### config.mk
export PLATFORM = sky130hd
export DESIGN_NAME = mul_issue_ctrl
export DESIGN_NICKNAME = d
export VERILOG_FILES = /design/src/rtl/neocore_pkg.sv /design/src/rtl/mul_grant_arb.sv /design/src/rtl/mul_issue_ctrl.sv
export SDC_FILE = /design/constraint.sdc
export NUM_CORES = 1
export LEC_CHECK = 0
export BUFFER_PORTS_ARGS = -buffer_cell sky130_fd_sc_hd__buf_2
export CORE_MARGIN = 8
export CORE_UTILIZATION = 31
export DETAILED_ROUTE_END_ITERATION = 6
export PLACE_DENSITY_LB_ADDON = 0.05
export SKIP_CTS_REPAIR_TIMING = 1
export SYNTH_ARGS = -nofsm -noshare
export SYNTH_HDL_FRONTEND = slang
export SYNTH_SLANG_ARGS = --single-unit
export TNS_END_PERCENT = 5
### constraint.sdc
create_clock -name clk -period 1.9 [get_ports clk]
set_clock_uncertainty 0.05 [all_clocks]
set_input_delay 0.095 -clock clk [delete_from_list [all_inputs] [get_ports clk]]
set_output_delay 0.095 -clock clk [all_outputs]
set_load 0.03 [all_outputs]
### src/rtl/neocore_pkg.sv
// Shared NeoCore types for the multiply issue controller.
package neocore_pkg;

    localparam int unsigned MUL_OP_W  = 16;
    localparam int unsigned MUL_REG_W = 4;

    typedef enum logic [1:0] {
        IDLE  = 2'd0,
        ISSUE = 2'd1,
        WB_LO = 2'd2,
        WB_HI = 2'd3
    } mul_ctrl_state_t;

    typedef struct packed {
        logic [MUL_OP_W-1:0]  a;
        logic [MUL_OP_W-1:0]  b;
        logic                 is_signed;
        logic [MUL_REG_W-1:0] rd_lo;
        logic [MUL_REG_W-1:0] rd_hi;
    } mul_req_t;

endpackage

### src/rtl/mul_grant_arb.sv
// Two-way request grant for the shared multiplier.
// MUL_RR_ARB_EN defined: round-robin with a pointer register.
// MUL_RR_ARB_EN undefined: fixed priority, slot 0 wins, no pointer.
module mul_grant_arb (
`ifdef MUL_RR_ARB_EN
    input  logic clk,
    input  logic rst_n,
`endif
    input  logic en,
    input  logic valid0,
    input  logic valid1,
    output logic grant0_c,
    output logic grant1_c
);

`ifdef MUL_RR_ARB_EN
    logic ptr_q;

    // Pointer slot wins when both are valid.
    always_comb begin
        grant0_c = en & valid0 & (~valid1 | ~ptr_q);
        grant1_c = en & valid1 & (~valid0 |  ptr_q);
    end

    // After each grant the pointer moves away from the granted slot.
    always_ff @(posedge clk or negedge rst_n) begin
        if (!rst_n) begin
            ptr_q <= 1'b0;
        end else if (grant0_c | grant1_c) begin
            ptr_q <= grant0_c;
        end
    end
`else
    // Slot 0 always has priority.
    always_comb begin
        grant0_c = en & valid0;
        grant1_c = en & valid1 & ~valid0;
    end
`endif

endmodule

### src/rtl/mul_issue_ctrl.sv
// Shares one multiply_unit between two issue slots and sequences the
// 32-bit product into low/high 16-bit register-file writes.
// Optional round-robin arbitration via MUL_RR_ARB_EN (see mul_grant_arb).
module mul_issue_ctrl
    import neocore_pkg::*;
#(
    parameter int unsigned REG_W = 4
) (
    input  logic             clk,
    input  logic             rst_n,
    input  logic             req0_valid,
    output logic             req0_ready,
    input  logic [15:0]      req0_a,
    input  logic [15:0]      req0_b,
    input  logic             req0_signed,
    input  logic [REG_W-1:0] req0_rd_lo,
    input  logic [REG_W-1:0] req0_rd_hi,
    input  logic             req1_valid,
    output logic             req1_ready,
    input  logic [15:0]      req1_a,
    input  logic [15:0]      req1_b,
    input  logic             req1_signed,
    input  logic [REG_W-1:0] req1_rd_lo,
    input  logic [REG_W-1:0] req1_rd_hi,
    output logic [15:0]      mul_a,
    output logic [15:0]      mul_b,
    output logic             mul_signed,
    input  logic [15:0]      mul_lo,
    input  logic [15:0]      mul_hi,
    output logic             wb_valid,
    input  logic             wb_ready,
    output logic [REG_W-1:0] wb_rd,
    output logic [15:0]      wb_data,
    output logic             wb_src,
    output logic             busy
);

    mul_ctrl_state_t state_q, state_d;
    mul_req_t        op_q, op_d;
    mul_req_t        req0_pkt, req1_pkt;
    logic            src_q, src_d;
    logic            busy_q, busy_d;
    logic            wb_valid_q, wb_valid_d;
    logic            wb_hi_q, wb_hi_d;
    logic [REG_W-1:0] wb_rd_q, wb_rd_d;
    logic            grant0, grant1;

    // Grant only while idle; ready is combinational from state and valids.
    mul_grant_arb u_arb (
`ifdef MUL_RR_ARB_EN
        .clk      (clk),
        .rst_n    (rst_n),
`endif
        .en       (state_q == IDLE),
        .valid0   (req0_valid),
        .valid1   (req1_valid),
        .grant0_c (grant0),
        .grant1_c (grant1)
    );

    // Pack each slot's request payload.
    always_comb begin
        req0_pkt.a         = req0_a;
        req0_pkt.b         = req0_b;
        req0_pkt.is_signed = req0_signed;
        req0_pkt.rd_lo     = MUL_REG_W'(req0_rd_lo);
        req0_pkt.rd_hi     = MUL_REG_W'(req0_rd_hi);
        req1_pkt.a         = req1_a;
        req1_pkt.b         = req1_b;
        req1_pkt.is_signed = req1_signed;
        req1_pkt.rd_lo     = MUL_REG_W'(req1_rd_lo);
        req1_pkt.rd_hi     = MUL_REG_W'(req1_rd_hi);
    end

    // Next state, operand latch and registered-output next values.
    always_comb begin
        state_d = state_q;
        op_d    = op_q;
        src_d   = src_q;
        unique case (state_q)
            IDLE: begin
                if (grant0 | grant1) begin
                    state_d = ISSUE;
                    op_d    = grant1 ? req1_pkt : req0_pkt;
                    src_d   = grant1;
                end
            end
            ISSUE: begin
                // A shared destination only receives the high half.
                state_d = (op_q.rd_lo == op_q.rd_hi) ? WB_HI : WB_LO;
            end
            WB_LO: begin
                if (wb_ready) state_d = WB_HI;
            end
            WB_HI: begin
                if (wb_ready) state_d = IDLE;
            end
            default: state_d = IDLE;
        endcase

        busy_d     = (state_d != IDLE);
        wb_valid_d = (state_d == WB_LO) || (state_d == WB_HI);
        wb_hi_d    = (state_d == WB_HI);
        wb_rd_d    = '0;
        if (state_d == WB_LO) begin
            wb_rd_d = REG_W'(op_d.rd_lo);
        end else if (state_d == WB_HI) begin
            wb_rd_d = REG_W'(op_d.rd_hi);
        end
    end

    // State and output registers.
    always_ff @(posedge clk or negedge rst_n) begin
        if (!rst_n) begin
            state_q    <= IDLE;
            op_q       <= '0;
            src_q      <= 1'b0;
            busy_q     <= 1'b0;
            wb_valid_q <= 1'b0;
            wb_hi_q    <= 1'b0;
            wb_rd_q    <= '0;
        end else begin
            state_q    <= state_d;
            op_q       <= op_d;
            src_q      <= src_d;
            busy_q     <= busy_d;
            wb_valid_q <= wb_valid_d;
            wb_hi_q    <= wb_hi_d;
            wb_rd_q    <= wb_rd_d;
        end
    end

    // Operands stay on the multiplier until the next accept, so the
    // product is read straight from it for the whole writeback phase.
    always_comb begin
        req0_ready = grant0;
        req1_ready = grant1;
        mul_a      = op_q.a;
        mul_b      = op_q.b;
        mul_signed = op_q.is_signed;
        wb_valid   = wb_valid_q;
        wb_rd      = wb_rd_q;
        wb_src     = src_q;
        busy       = busy_q;
        wb_data    = '0;
        if (wb_valid_q) begin
            wb_data = wb_hi_q ? mul_hi : mul_lo;
        end
    end

endmodule

==> impl_metrics.tcl, run 1 <==
set metrics [dict create \
    ys_seq_elements 51 \
    pre_cts_ws_ps 191 \
    slew_viol_final 0 \
    critPathMaxStageDelay_ps 460 \
    whs_ps -23.4 \
    initial_utilization 0.320 \
    dieHeight_um 108 \
    cts_tree "yes" \
    place.detailed.hpwl_um 6520 \
    wl_per_cell_um 16.5 \
    avgSynthCellArea_um2 10.7 \
    p_int_uw 3190 \
    fmax_mhz 544 \
    portBuffers 176 \
    drive_gt1_frac 0.424 \
    coreArea_mm2 0.00822 \
    reg2reg_slack_ps 150 \
    crit_type "register to output port" \
    p_switching_uw 2820 \
    hp-start "req0_signed" \
    cp-end-kind "output port" \
    crit_path_start_kind "register" \
    setup_viol 0 \
    hold_depth 3 \
    area_growth_pct 64.5 \
    grt_max_degree 31 \
    status "finished, violations left" \
    swShare 0.469 \
    netlist.area_leader.share 0.485 \
    hp-class "input pin to register" \
    io_pins 177 \
    fin_setup_tns_ps 0 \
    timing.final.ws_setup_ps 62.4 \
    worstMarginPinSlew_ps 594 \
    startpoint "state_q[0]" \
    syn_area_mm2 0.00263 \
    netlist_top_cells_area "dfrtp_1 (49%), a222oi_1 (16%), buf_4 (9.4%)" \
    hold_viol 4 \
    grt_antenna_before_repair 0 \
    clock_latency_ps 310 \
    whs_endpoint "mul_signed" \
    cts.clk_slew.worst_paths_ps 100 \
    synthCells 245 \
    die_x_um 108 \
    worstReg2RegStart "state_q[0]" \
    crit_arrival_ps 1690 \
    seq_power_share 0.315 \
    synth_cell_types 21 \
    syn_nets 364 \
    first_pass_iters 6 \
    cp_max_fo 12 \
    powerDensity_mw_per_mm2 1390 \
    gp_congestion 0.743 \
    drc_errors 0 \
    slew_headroom 0.604 \
    finalWirelength_um 9490 \
    final_nets 587 \
    die_area_mm2 0.0117 \
    clk_path_buf_depth 2 \
    finalCriticalPeriod_ps 1840 \
    final_antenna_net_count 0 \
    rr_worst_depth 5 \
    nFillCells 759 \
    grt_pass1_wl_um 12600 \
    clock-sinks 51 \
    grt_usage 0.131 \
    yosysTopAreaCell "dfrtp_1" \
    clockPowerShare 0.108 \
    ctsRootBufferMaster "clkbuf_8" \
    grt_overflow 0 \
    vdd_drop_max_mv 0.520 \
    path_cells "or2_4, nor3b_4, buf_6, buf_2" \
    fin_crit_sh 0.967 \
    r2r-end "mul_b[12]" \
    rows 33 \
    p_leak_uw 0.00238 \
    first_global_vias 2550 \
    violations "negative hold slack" \
    antennaDiodeCount 0 \
    drt_iter0_markers 230 \
    ctsHtreeMaxLevel 2 \
    cpMaxStageDelayCell "dfrtp_1" \
    combPwrFrac 0.577 \
    ys_warn_count 0 \
    via_per_inst 4.72 \
    worst_ep_required_time_ps 1750 \
    drv_cap 0 \
    vias 2707 \
    numCtsBuffers 5 \
    ys_seq_area_frac 0.485 \
]
==> stage by stage <==
step | std cells | util | total power (µW) | area (µm²)
after floorplan | 245 | - | 4670 | 2630
after global placement | 487 | 0.418 | 5260 | 3440
after detailed placement | 487 | 0.418 | 5280 | 3440
after CTS | 495 | 0.429 | 5940 | 3530
after global routing | 574 | 0.526 | 6420 | 4320
final | 574 | 0.526 | 6010 | 4320
==> metal layers <==
metal	share of wire	vias up	global-route usage
li1	-	1292	-
met1	0.38	1288	0.153
met2	0.51	119	0.221
met3	0.099	8	0.0535
met4	0.010	0	0.0307
met5	0	-	0
==> layout make-up <==
class / instances / area, µm² / share of cell area
clock buffer: 6 / 72.6 / 0.0168
sequential: 51 / 1280 / 0.295
inverter: 43 / 161 / 0.0373
timing repair buffer: 265 / 1770 / 0.410
tap: 105 / 131 / 0.0304
multi-input combinational: 102 / 892 / 0.206
clock inverter: 2 / 17.5 / 0.00405
==> power groups by stage <==
| stage | Combinational, µW | Sequential (µW) | Clock [µW] |
|---|---|---|---|
| 6_report | 3470 | 1890 | 649 |
| 5_1_grt | 3750 | 1960 | 717 |
| 4_1_cts | 3360 | 1900 | 670 |
| 3_5_place_dp | 3360 | 1920 | 0 |
| 3_3_place_gp | 3340 | 1920 | 0 |
| 2_1_floorplan | 2700 | 1960 | 0 |
==> how the worst max path moves through the flow <==
stage	endpoint	slack, ps	cells after the start
global route	req1_ready	-8	4
CTS	req1_ready	-120	4
finish	req1_ready	60	4
global placement	wb_rd[0]	250	5
floorplan	mul_b[10]	180	6
detailed placement	mul_a[5]	190	5
==> cells in the final DEF (no fill, tap or decap), types with 4 or more instances in the layout <==
cell type      Yosys  final
a222oi_1          41     41
buf_2              6    176
buf_4             33      8
clkbuf_8           0      5
dfrtp_1           51     51
dlygate4sd3_1      0     78
inv_1             43     43
mux2i_1           20     20
nand3_1            5      5
nor2b_1           16     16
xor2_1             4      4
==> cell usage after synthesis <==
library cell / count
o22ai_1: 1
mux2i_1: 20
nand3b_1: 1
dfrtp_1: 51
clkbuf_1: 10
or2_1: 1
nor3b_4: 1
inv_1: 43
buf_4: 33
buf_2: 6
and2_1: 3
nor2_1: 2
a222oi_1: 41
o21ai_1: 1
nor2b_1: 16
nor4_1: 1
nand3_1: 5
xor2_1: 4
nand2_1: 3
a31oi_2: 1
a21oi_1: 1
==> sequential cells by signal, indices dropped and copies added, names as in the netlist <==
signal and cells:
wb_hi_q 1, mul_b 16, state_q 2, op_q 8, mul_signed 1, busy 1
wb_src 1, wb_rd 4, mul_a 16, wb_valid 1
==> logic make-up (layout without fill, tap and decap cells) <==
family,Yosys count,after routing,synth area share
simple gates,33,33,0.0766
mux,20,20,0.0762
buf+inv,92,316,0.181
flops,51,51,0.485
compound gates,45,45,0.167
xor+xnor,4,4,0.0133
==> critical path, delay by kind of cell (launching register included) <==
kind	cells	cell delay (ps)
buf+inv	2	390
simple gates	2	540
flops	1	460
Note: power is estimated with default switching activity, not from simulation.
==> inputs of run 2 (changes only) <==
--- a/config.mk
+++ b/config.mk
@@ -10,6 +10,7 @@
 export CORE_UTILIZATION = 31
 export DETAILED_ROUTE_END_ITERATION = 6
 export PLACE_DENSITY_LB_ADDON = 0.05
+export SETUP_SLACK_MARGIN = 0.1
 export SKIP_CTS_REPAIR_TIMING = 1
 export SYNTH_ARGS = -nofsm -noshare
 export SYNTH_HDL_FRONTEND = slang
==> run 2 against run 1 <==
The run still ends with negative hold slack left. Register-to-register slack better by 20 ps. Non-clock buffer count up 1. Final area up 0.32%. Core utilization increased by 0.17 points. Setup slack better by 85 ps. Clock power down 0.6%. Critical path depth did not move. Count of clock-buffer cells in the layout did not move. Via count rose by 1.0%. Routed wire length increased by 0.59%. Cell count rose by 0.35%. Critical path type unchanged. Critical endpoint unchanged.
==> impl_metrics.tcl, run 2 (synthesized netlist as in run 1, its figures left out) <==
set metrics [dict create \
    status "finished, violations left" \
    violations "negative hold slack" \
    first_global_vias 2550 \
    drive_gt1_frac 0.428 \
    fin_crit_sh 0.922 \
    clock-sinks 51 \
    vdd_drop_max_mv 0.520 \
    wl_per_cell_um 16.6 \
    io_pins 177 \
    finalInstanceArea_mm2 0.00434 \
    p_switching_uw 2810 \
    seq_power_share 0.315 \
    grt_antenna_before_repair 0 \
    grt_max_degree 31 \
    final_common_cell "buf_2" \
    die_area_mm2 0.0117 \
    worstMarginPinSlew_ps 611 \
    grt_usage 0.131 \
    area_growth_pct 65.0 \
    first_pass_iters 7 \
    worst_ep_required_time_ps 1750 \
    slew_viol_final 0 \
    cp_max_fo 7 \
    vias 2735 \
    via_per_inst 4.75 \
    p_int_uw 3200 \
    whs_ps -22.6 \
    drv_cap 0 \
    grt_setup_unrepaired "yes" \
    hp-class "input pin to register" \
    coreArea_mm2 0.00822 \
    dieHeight_um 108 \
    layout_common_cells "buf_2 (175), dlygate4sd3_1 (78), dfrtp_1 (50)" \
    crit_type "register to output port" \
    placement.cell_area_mm2 0.00344 \
    gp_congestion 0.743 \
    fmax_mhz 571 \
    finalWirelength_um 9550 \
    finalCriticalPeriod_ps 1750 \
    ctsHtreeMaxLevel 2 \
    die_x_um 108 \
    p_leak_uw 0.00239 \
    crit_path_start_kind "register" \
    grt_pass1_wl_um 12600 \
    crit_arrival_ps 1610 \
    clk_path_buf_depth 2 \
    clock_latency_ps 310 \
    cts.clk_slew.worst_paths_ps 100 \
    drc_errors 0 \
    ctsRootBufferMaster "clkbuf_8" \
    combPwrFrac 0.577 \
    final_nets 588 \
    reg2reg_slack_ps 170 \
    grt_overflow 0 \
    initial_utilization 0.320 \
    clockPowerShare 0.107 \
    numCtsBuffers 5 \
    setup_viol 0 \
    drt_iter0_markers 229 \
    powerDensity_mw_per_mm2 1390 \
    cts_tree "yes" \
    swShare 0.468 \
    portBuffers 176 \
    rows 33 \
    hold_viol 4 \
    final_antenna_net_count 0 \
    cp-end-kind "output port" \
    place.detailed.hpwl_um 6520 \
    slew_headroom 0.592 \
]
==> run 2: changes by cell type in the layout (fill, tap and decap cells not counted) <==
| cell | change |
|---|---|
| buf_4 | +1 |
| diode_2 | +1 |
| buf_2 | -1 |
| clkbuf_4 | +1 |
| dfrtp_1 | -1 |
| dfrtp_2 | +1 |
==> run 2: path summary, 6_finish.rpt <==
kind / start / endpoint / depth (start not counted)
setup / recovery: state_q[0] / req1_ready / 4
hold / removal: req0_signed / mul_signed / 3
setup reg to reg: state_q[0] / mul_b[12] / 5
hold reg to reg: wb_src / wb_src / 2
max in group asynchronous: rst_n / state_q[0] / 3
min in group asynchronous: rst_n / mul_a[2] / 2
==> run 2: cell type report <==
| type | count | area, µm² |
|---|---|---|
| flip-flops and latches | 51 | 1280 |
| well taps | 105 | 131 |
| multi-input cells | 102 | 892 |
| fillers | 758 | 3880 |
| inverters | 43 | 161 |
| repair buffers | 266 | 1780 |
| diodes | 1 | 2.50 |
| clock inverters | 2 | 17.5 |
| clock buffers | 6 | 72.6 |
==> run 2: per-stage QoR <==
| stage | cells | util | TNS [ps] | setup slack [ps] | power (µW) |
|---|---|---|---|---|---|
| 6_report | 576 | 0.528 | 0 | 148 | 6010 |
| 5_1_grt | 575 | 0.528 | 0 | 21.8 | 6430 |
| 4_1_cts | 495 | 0.429 | -117 | -117 | 5940 |
| 3_5_place_dp | 487 | 0.418 | 0 | 191 | 5280 |
| 3_3_place_gp | 487 | 0.418 | 0 | 249 | 5260 |
| 2_1_floorplan | 245 | - | 0 | 178 | 4670 |
==> run 2: routing by layer <==
layer | global-route usage | share of wire
met1 | 0.153 | 0.37
met2 | 0.221 | 0.52
met3 | 0.0535 | 0.10
met4 | 0.0307 | 0.0071
met5 | 0 | 0
==> run 2: power groups by stage <==
stage | logic (µW) | clock network [µW] | registers (µW)
after floorplan | 2700 | 0 | 1960
after global placement | 3340 | 0 | 1920
after detailed placement | 3360 | 0 | 1920
after CTS | 3360 | 670 | 1900
after global routing | 3750 | 717 | 1960
final | 3470 | 645 | 1900
==> run 2: worst max-delay path: stages, from the launching register on <==
cell and delay, ps:
dfrtp_2 460, or2_4 300, nor3b_4 210, buf_6 140, clkbuf_4 190
==> inputs of run 3 (changes only) <==
--- a/config.mk
+++ b/config.mk
@@ -9,6 +9,7 @@
 export CORE_MARGIN = 8
 export CORE_UTILIZATION = 31
 export DETAILED_ROUTE_END_ITERATION = 6
+export HOLD_SLACK_MARGIN = 0.12
 export PLACE_DENSITY_LB_ADDON = 0.05
 export SETUP_SLACK_MARGIN = 0.1
 export SKIP_CTS_REPAIR_TIMING = 1
==> run 3 against run 2 <==
The flow now finishes without violations. Clock power barely moved. Routed wire length rose by 1.7%. Combinational power barely moved. Critical path depth rose by 1. Critical endpoint is now mul_b[12]. Largest power group unchanged.
==> impl_metrics.tcl, run 3 (synthesized netlist as in run 1, its figures left out) <==
set metrics [dict create \
    status "finished clean" \
    final_util 0.535 \
    timing.final.ws_setup_ps 129 \
    numCtsBuffers 5 \
    cpLargestDelayFamily "compound AO/OA/AOI/OAI gates" \
    first_global_vias 2550 \
    pre_cts_ws_ps 191 \
    vdd_drop_max_mv 0.578 \
    setup_viol 0 \
    initial_utilization 0.320 \
    cts.clk_slew.worst_paths_ps 100 \
    cp-end-kind "register" \
    seq_power_share 0.314 \
    hp-class "input pin to register" \
    slew_headroom 0.597 \
    grt_usage 0.131 \
    powerDensity_mw_per_mm2 1370 \
    hold_viol 0 \
    coreArea_mm2 0.00822 \
    p_leak_uw 0.00241 \
    path_cells "nor2_1, o21ai_4, buf_4, a222oi_1, inv_1" \
    area_growth_pct 67.3 \
    fin_setup_tns_ps 0 \
    whs_ps 215 \
    portBuffers 176 \
    via_per_inst 4.76 \
    cpMaxStageDelayCell "dfrtp_2" \
    cts_tree "yes" \
    ctsRootBufferMaster "clkbuf_8" \
    worst_ep_required_time_ps 2030 \
    die_area_mm2 0.0117 \
    clock-sinks 51 \
    finalCriticalPeriod_ps 1770 \
    fmax_mhz 565 \
    clockPowerShare 0.107 \
    slew_viol_final 0 \
    fin_crit_sh 0.932 \
    crit_arrival_ps 1910 \
    critPathMaxStageDelay_ps 460 \
    grt_max_degree 31 \
    drv_cap 0 \
    critPathBufInv 2 \
    clk_path_buf_depth 2 \
    wl_per_cell_um 16.7 \
    grt_pass1_wl_um 12600 \
    io_pins 177 \
    vias 2770 \
    clock_latency_ps 310 \
    grt_overflow 0 \
    ctsHtreeMaxLevel 2 \
    worstMarginPinSlew_ps 605 \
    final_nets 594 \
    gp_congestion 0.743 \
    dieHeight_um 108 \
    p_switching_uw 2830 \
    drt_iter0_markers 221 \
    layout_common_cells "buf_2 (175), dlygate4sd3_1 (84), dfrtp_1 (50)" \
    combPwrFrac 0.579 \
    finalWirelength_um 9710 \
    grt_setup_unrepaired "yes" \
    final_antenna_net_count 0 \
    drive_gt1_frac 0.422 \
    crit_path_start_kind "register" \
    crit_type "register to register" \
    rows 33 \
    place.detailed.hpwl_um 6520 \
    cp_max_fo 13 \
    grt_antenna_before_repair 0 \
    drc_errors 0 \
    swShare 0.469 \
    die_x_um 108 \
    first_pass_iters 6 \
    final_common_cell "buf_2" \
    p_int_uw 3210 \
]
## run 3: area by class of cell
type / count / area [µm²]
Clock inverter: 2 / 17.5
Clock buffer: 6 / 72.6
Antenna cell: 1 / 2.50
Multi-Input combinational cell: 102 / 892
Tap cell: 105 / 131
Inverter: 43 / 161
Fill cell: 756 / 3820
Sequential cell: 51 / 1280
Timing Repair Buffer: 272 / 1840
## run 3: final timing paths
check	end	depth (start not counted)	slack [ps]	start
max	mul_b[12]	5	130	state_q[0]
min	wb_valid	3	210	wb_ready
max reg2reg	mul_b[12]	5	130	state_q[0]
min reg2reg	wb_src	2	460	wb_src
max in group asynchronous	state_q[0]	3	950	rst_n
min in group asynchronous	mul_a[3]	2	270	rst_n
## run 3: routing by layer
| layer | vias up | routed length (µm) | GRT usage |
|---|---|---|---|
| met1 | 1313 | 3640 | 0.153 |
| met5 | - | 0 | 0 |
| met2 | 141 | 5000 | 0.221 |
| met4 | 0 | 95 | 0.0307 |
| met3 | 8 | 981 | 0.0535 |
| li1 | 1308 | - | - |
## run 3: worst register-to-register path: stages, from the launching register on
cell	delay, ps
dfrtp_2	460
nor2_1	290
o21ai_4	170
buf_4	220
a222oi_1	400
inv_1	70
## run 3: per-stage QoR
step                cells  area (µm²)  total power (µW)
floorplan             245        2630              4670
global placement      487        3440              5260
detailed placement    487        3440              5280
CTS                   495        3530              5940
global route          581        4400              6440
finish                582        4400              6040
## run 3: power by group through the flow
stage | logic, µW | registers [µW] | clock network, µW
after global routing | 3760 | 1970 | 717
after CTS | 3360 | 1900 | 670
after floorplan | 2700 | 1960 | 0
after global placement | 3340 | 1920 | 0
after detailed placement | 3360 | 1920 | 0
final | 3500 | 1900 | 647
